`src/rtl/ps2_pkg.sv`:
```
// Shared PS/2 definitions: FSM state encoding, frame constants and the
// parity function. The transmit side uses the same package so that both
// directions agree on framing and parity.
package ps2_pkg;

  typedef enum logic [1:0] {
    IDLE   = 2'd0,
    DATA   = 2'd1,
    PARITY = 2'd2,
    STOP   = 2'd3
  } ps2_state_t;

  localparam logic START_BIT = 1'b0;
  localparam logic STOP_BIT  = 1'b1;
  localparam int   DATA_BITS = 8;

  // The parity bit is good when it equals the XOR of the data bits.
  function automatic logic ps2_parity(input logic [DATA_BITS-1:0] d);
    return ^d;
  endfunction

endpackage

```
`src/rtl/ps2_sync_edge.sv`:
```
// PS/2 line conditioning: 2-flop synchronizers on clock and data, an
// optional glitch filter on the clock (macro PS2_RX_GLITCH_FILTER_EN), and
// falling-edge detection on the filtered clock level. All flops reset to
// the idle-high line level so that reset never produces a false edge.
module ps2_sync_edge #(
  parameter int FILTER_LEN = 4
) (
  input  logic clk,
  input  logic arst,
  input  logic ps2_c,
  input  logic ps2_d,
  output logic fall,
  output logic d_sync
);

  logic c_s1, c_s2, d_s1;
  logic c_filt;
  logic c_prev;

  // A filter length of zero would never accept a level change.
  if (FILTER_LEN < 1) begin : g_bad_len
    $error("ps2_sync_edge: FILTER_LEN must be at least 1");
  end

  // Two-flop synchronizers for both asynchronous lines.
  always_ff @(posedge clk) begin
    if (arst) begin
      c_s1   <= 1'b1;
      c_s2   <= 1'b1;
      d_s1   <= 1'b1;
      d_sync <= 1'b1;
    end else begin
      c_s1   <= ps2_c;
      c_s2   <= c_s1;
      d_s1   <= ps2_d;
      d_sync <= d_s1;
    end
  end

`ifdef PS2_RX_GLITCH_FILTER_EN
  localparam int FW = $clog2(FILTER_LEN + 1);
  logic [FW-1:0] fcnt;

  // Accept a new clock level only after FILTER_LEN consecutive samples
  // disagree with the current filtered level; any agreeing sample restarts.
  always_ff @(posedge clk) begin
    if (arst) begin
      fcnt   <= '0;
      c_filt <= 1'b1;
    end else if (c_s2 == c_filt) begin
      fcnt <= '0;
    end else if (fcnt == FW'(FILTER_LEN - 1)) begin
      fcnt   <= '0;
      c_filt <= c_s2;
    end else begin
      fcnt <= fcnt + 1'b1;
    end
  end
`else
  assign c_filt = c_s2;
`endif

  // Previous filtered level for the high-to-low edge detector.
  always_ff @(posedge clk) begin
    if (arst) c_prev <= 1'b1;
    else      c_prev <= c_filt;
  end

  assign fall = c_prev & ~c_filt;

endmodule

```
`src/rtl/ps2_rx.sv`:
```
// PS/2 device-to-host receiver. Frames are start(0), 8 data bits LSB
// first, parity, stop(1), one bit per PS/2 clock falling edge. Result
// pulses (valid / parity_err / frame_err) are registered, so they appear
// the cycle after the deciding edge and are mutually exclusive.
// Optional clock glitch filter: define PS2_RX_GLITCH_FILTER_EN.
module ps2_rx
  import ps2_pkg::*;
#(
  parameter int CLK_HZ         = 100_000_000,
  parameter int TIMEOUT_CYCLES = CLK_HZ / 5_000,
  parameter int FILTER_LEN     = 4
) (
  input  logic       clk,
  input  logic       arst,
  input  logic       PS2_C,
  input  logic       PS2_D,
  output logic [7:0] data,
  output logic       valid,
  output logic       parity_err,
  output logic       frame_err,
  output logic       busy
);

  localparam int TW = $clog2(TIMEOUT_CYCLES + 1);

  logic fall, d_bit;

  ps2_sync_edge #(.FILTER_LEN(FILTER_LEN)) u_sync (
    .clk    (clk),
    .arst   (arst),
    .ps2_c  (PS2_C),
    .ps2_d  (PS2_D),
    .fall   (fall),
    .d_sync (d_bit)
  );

  ps2_state_t          state, state_n;
  logic [2:0]          count, count_n;
  logic [DATA_BITS-1:0] shift, shift_n;
  logic                par_bit, par_n;
  logic [TW-1:0]       timer, timer_n;
  logic [7:0]          data_n;
  logic                valid_n, perr_n, ferr_n;

  // State and output registers.
  always_ff @(posedge clk) begin
    if (arst) begin
      state      <= IDLE;
      count      <= '0;
      shift      <= '0;
      par_bit    <= 1'b0;
      timer      <= '0;
      data       <= 8'h00;
      valid      <= 1'b0;
      parity_err <= 1'b0;
      frame_err  <= 1'b0;
    end else begin
      state      <= state_n;
      count      <= count_n;
      shift      <= shift_n;
      par_bit    <= par_n;
      timer      <= timer_n;
      data       <= data_n;
      valid      <= valid_n;
      parity_err <= perr_n;
      frame_err  <= ferr_n;
    end
  end

  // Frame FSM: shifts bits on each filtered falling edge, judges the frame
  // at the stop bit, and abandons a frame whose clock stalls too long.
  always_comb begin
    state_n = state;
    count_n = count;
    shift_n = shift;
    par_n   = par_bit;
    timer_n = timer;
    data_n  = data;
    valid_n = 1'b0;
    perr_n  = 1'b0;
    ferr_n  = 1'b0;

    // Timer measures cycles since the last edge, only while mid-frame.
    if (fall)                timer_n = '0;
    else if (state != IDLE)  timer_n = timer + 1'b1;
    else                     timer_n = '0;

    case (state)
      IDLE: begin
        if (fall && d_bit == START_BIT) begin
          state_n = DATA;
          count_n = '0;
        end
      end
      DATA: begin
        if (fall) begin
          shift_n[count] = d_bit;
          count_n        = count + 3'd1;
          if (count == 3'd7) state_n = PARITY;
        end
      end
      PARITY: begin
        if (fall) begin
          par_n   = d_bit;
          state_n = STOP;
        end
      end
      STOP: begin
        if (fall) begin
          state_n = IDLE;
          if (d_bit != STOP_BIT)                 ferr_n = 1'b1;
          else if (par_bit != ps2_parity(shift)) perr_n = 1'b1;
          else begin
            data_n  = shift;
            valid_n = 1'b1;
          end
        end
      end
      default: state_n = IDLE;
    endcase

    // Stalled clock mid-frame: drop the partial byte and report it.
    if (state != IDLE && !fall && timer == TW'(TIMEOUT_CYCLES - 1)) begin
      state_n = IDLE;
      count_n = '0;
      shift_n = '0;
      timer_n = '0;
      ferr_n  = 1'b1;
    end
  end

  assign busy = (state != IDLE);

endmodule

```
`config.mk`:
```
export PLATFORM = sky130hd
export DESIGN_NAME = ps2_rx
export DESIGN_NICKNAME = d
export VERILOG_FILES = /design/src/rtl/ps2_pkg.sv /design/src/rtl/ps2_sync_edge.sv /design/src/rtl/ps2_rx.sv
export SDC_FILE = /design/constraint.sdc
export NUM_CORES = 1
export LEC_CHECK = 0
export CAP_MARGIN = 20
export CORE_ASPECT_RATIO = 1.25
export CORE_MARGIN = 5
export CORE_UTILIZATION = 25
export CTS_CLUSTER_SIZE = 12
export DETAILED_ROUTE_END_ITERATION = 10
export PLACE_DENSITY_LB_ADDON = 0.08
export SYNTH_ARGS = -nofsm -noshare
export SYNTH_HDL_FRONTEND = slang
export SYNTH_SLANG_ARGS = --single-unit
```
`constraint.sdc`:
```
create_clock -name clk -period 2.7 [get_ports clk]
set_clock_uncertainty 0.15 [all_clocks]
set_input_delay 0.405 -clock clk [delete_from_list [all_inputs] [get_ports clk]]
set_output_delay 0.405 -clock clk [all_outputs]
set_load 0.05 [all_outputs]
```
==> flow_summary.json <==
{
  "path_class": "register to primary output",
  "holdCritStartpoint": "u_sync.d_s1$_SDFF_PP1_",
  "p_sw_uw": 370,
  "die_y_um": 112,
  "r2r-start": "timer[0]$_SDFF_PP0_",
  "synth-main-ff-cell": "dfxtp_1",
  "fin_setup_tns_ns": 0,
  "postSynthAreaPerCell_sq_um": 9.43,
  "syn_inst": 222,
  "cts_setup_buffers": 0,
  "synth.area.top_cells": "dfxtp_1, mux2i_1, nand2b_1",
  "synth_top_area_cell": "dfxtp_1",
  "cts_tree": "done",
  "hold_viol_final": 0,
  "place.port_buffers": 15,
  "drt_wl_total_um": 4440,
  "powerDensity_mw_per_mm2": 531,
  "grt_overflow": 0,
  "clk_pin_slew_ns": 0.09,
  "hold_buffers": 0,
  "design_area_sq_mm": 0.00244,
  "required_ns": 2.14,
  "comb_power_share_pct": 14.4,
  "async_flop_share_pct": 0,
  "synth_top_area_share_pct": 43.0,
  "clock.fmax_mhz": 400,
  "final_nets": 251,
  "critical_path.slowest_cell": "clkdlybuf4s50_1",
  "drive_above_1_share_pct": 9.58,
  "ys_seq_area_share_pct": 43.0,
  "cts_buffers": 5,
  "cts-root-buf": "clkbuf_8",
  "power_frac_seq_pct": 53.4,
  "n_antenna_cell": 0,
  "dr.pass1.iters": 4,
  "pre_cts_slack_ns": 0.477,
  "setup_violations": 0,
  "syn-num-nets": 233,
  "fin_hold_ws_ns": 0.264,
  "grt_pass1_vias": 1540,
  "final_cells": 337,
  "worst_slack_ns": 0.198,
  "vias": 1513,
  "synth_cell_type_count": 39,
  "synth_most_common_cell": "dfxtp_1",
  "antenna_found_initial": 0,
  "syn_area_sq_mm": 0.00209,
  "antenna_left": 0,
  "drc": 0,
  "area_delta_synth_final_pct": 16.7,
  "gp_congestion": 0.695,
  "synthTopCellsByCount": "dfxtp_1, nor2_1, nand2b_1",
  "htreeDepth": 2,
  "yosys_warnings": 0,
  "worstSetupStartpointType": "register",
  "synth_edf_count": 0,
  "grtUsageTotal_pct": 9.40,
  "tightest_slew_ns": 0.531,
  "cp-end-kind": "primary output",
  "rrSetupSlack_ns": 0.63,
  "clkSinkCount": 45,
  "die_area_sq_mm": 0.0103,
  "postPlaceCellArea_sq_mm": 0.00236,
  "crit_top_cell": "inv_1",
  "cp.arrival_ns": 1.95,
  "path_delay_family": "buffers and inverters",
  "grt_setup_unrepaired": "false",
  "crit_fanout": 8,
  "critPathMaxStageDelay_ns": 0.80,
  "rows": 37,
  "period_share_pct": 92.7,
  "swShare_pct": 28.5,
  "via_per_inst": 4.49,
  "clock_latency_ns": 0.30,
  "clkPwrFrac_pct": 32.2,
  "finalMaxSlewViolations": 0,
  "max_slew_margin_pct": 64.6,
  "dp_cells": 330,
  "fill_cells": 859,
  "internal-power_uw": 927,
  "synth_seq_cells": 45,
  "cp-startpoint": "state[0]$_SDFFE_PP0P_",
  "dr.first_iter.drc_count": 54,
  "ir_drop_mv": 0.168,
  "min_period_ns": 2.50,
  "path_buf_inv": 3,
  "die_x_um": 91.9,
  "grt_max_degree": 22,
  "ctsResizeCount": 0,
  "hpwl_um": 3270,
  "grt_first_pass_wirelength_um": 7660,
  "wl_per_cell_um": 13.2,
  "status": "finished clean",
  "crit_chain": "inv_1 -> ha_1 -> inv_1 -> clkdlybuf4s50_1",
  "hp-class": "register to register",
  "cap_violations": 0,
  "power_leakage_nw": 0.819,
  "floorplan.initialDensity_pct": 25.6,
  "clock_path_buffers": 2,
  "fp.coreArea_sq_mm": 0.00819,
  "ios": 16
}
-- logic make-up after synthesis --
group / share of synthesized area (%)
buffers and inverters: 2.87
multiplexers: 9.26
AND/OR/NAND/NOR: 28.4
AO/OA/AOI/OAI: 3.05
flip-flops: 43.0
adder cells (fa/ha/maj): 4.18
XOR/XNOR: 9.26
-- cell usage in the layout (no fill, tap or decap), types with 6 or more instances in the layout --
| master | synthesis | final |
|---|---|---|
| clkdlybuf4s50_1 | 0 | 15 |
| dfxtp_1 | 45 | 45 |
| ha_1 | 7 | 7 |
| inv_1 | 6 | 6 |
| mux2i_1 | 16 | 16 |
| nand2_1 | 12 | 12 |
| nand2b_1 | 20 | 20 |
| nand3_1 | 9 | 9 |
| nor2_1 | 31 | 31 |
| or2_2 | 6 | 6 |
| xnor2_1 | 12 | 12 |
-- per-layer routing --
metal,part of all wire (%),GRT usage [%],up-vias,routed length [um]
li1,-,-,788,-
met1,42,10.2,707,1880
met2,53,17.3,12,2380
met3,2.6,2.48,6,115
met4,1.7,3.57,0,75
met5,0,0,-,0
-- worst register-to-register path, cell delays in order (launching register included) --
cell,delay (ns)
dfxtp_1,0.38
ha_1,0.24
nand4_1,0.22
nor4_2,0.37
a21o_1,0.47
a211oi_1,0.09
-- state kept, by name (all words and copies together) (netlist names) --
register       flops
timer             15
state              2
u_sync.c_filt      1
u_sync.d_sync      1
u_sync.c_prev      1
frame_err          1
count              3
parity_err         1
valid              1
data               8
u_sync.c_s1        1
par_bit            1
shift              8
u_sync.d_s1        1
-- final cells by class --
| cell class | count | area [sq um] | share of cell area [%] |
|---|---|---|---|
| sequential | 45 | 901 | 36.9 |
| inverter | 6 | 22.5 | 0.922 |
| multi-input combinational | 163 | 1130 | 46.4 |
| clock buffer | 5 | 68.8 | 2.82 |
| tap | 97 | 121 | 4.97 |
| timing repair buffer | 19 | 180 | 7.37 |
| clock inverter | 2 | 16.3 | 0.666 |
-- per-stage QoR --
stage | utilization (%) | power [mW]
after floorplan | - | 0.845
after global placement | 28.8 | 0.903
after detailed placement | 28.8 | 0.902
after CTS | 29.8 | 1.33
after global routing | 29.8 | 1.39
final | 29.8 | 1.30
-- path summary, 6_finish.rpt --
| kind | end | depth (start not counted) |
|---|---|---|
| worst min register to register | u_sync.d_sync$_SDFF_PP1_ | 1 |
| worst max-delay path | busy | 4 |
| worst min-delay path | u_sync.d_sync$_SDFF_PP1_ | 1 |
| worst max register to register | state[0]$_SDFFE_PP0P_ | 5 |
-- power by group through the flow --
stage	clock network, mW	registers, mW	logic, mW
finish	0.418	0.693	0.187
global route	0.475	0.697	0.214
CTS	0.441	0.694	0.195
detailed placement	0	0.709	0.193
global placement	0	0.708	0.195
floorplan	0	0.705	0.140
(Power assumes the default switching activity.)
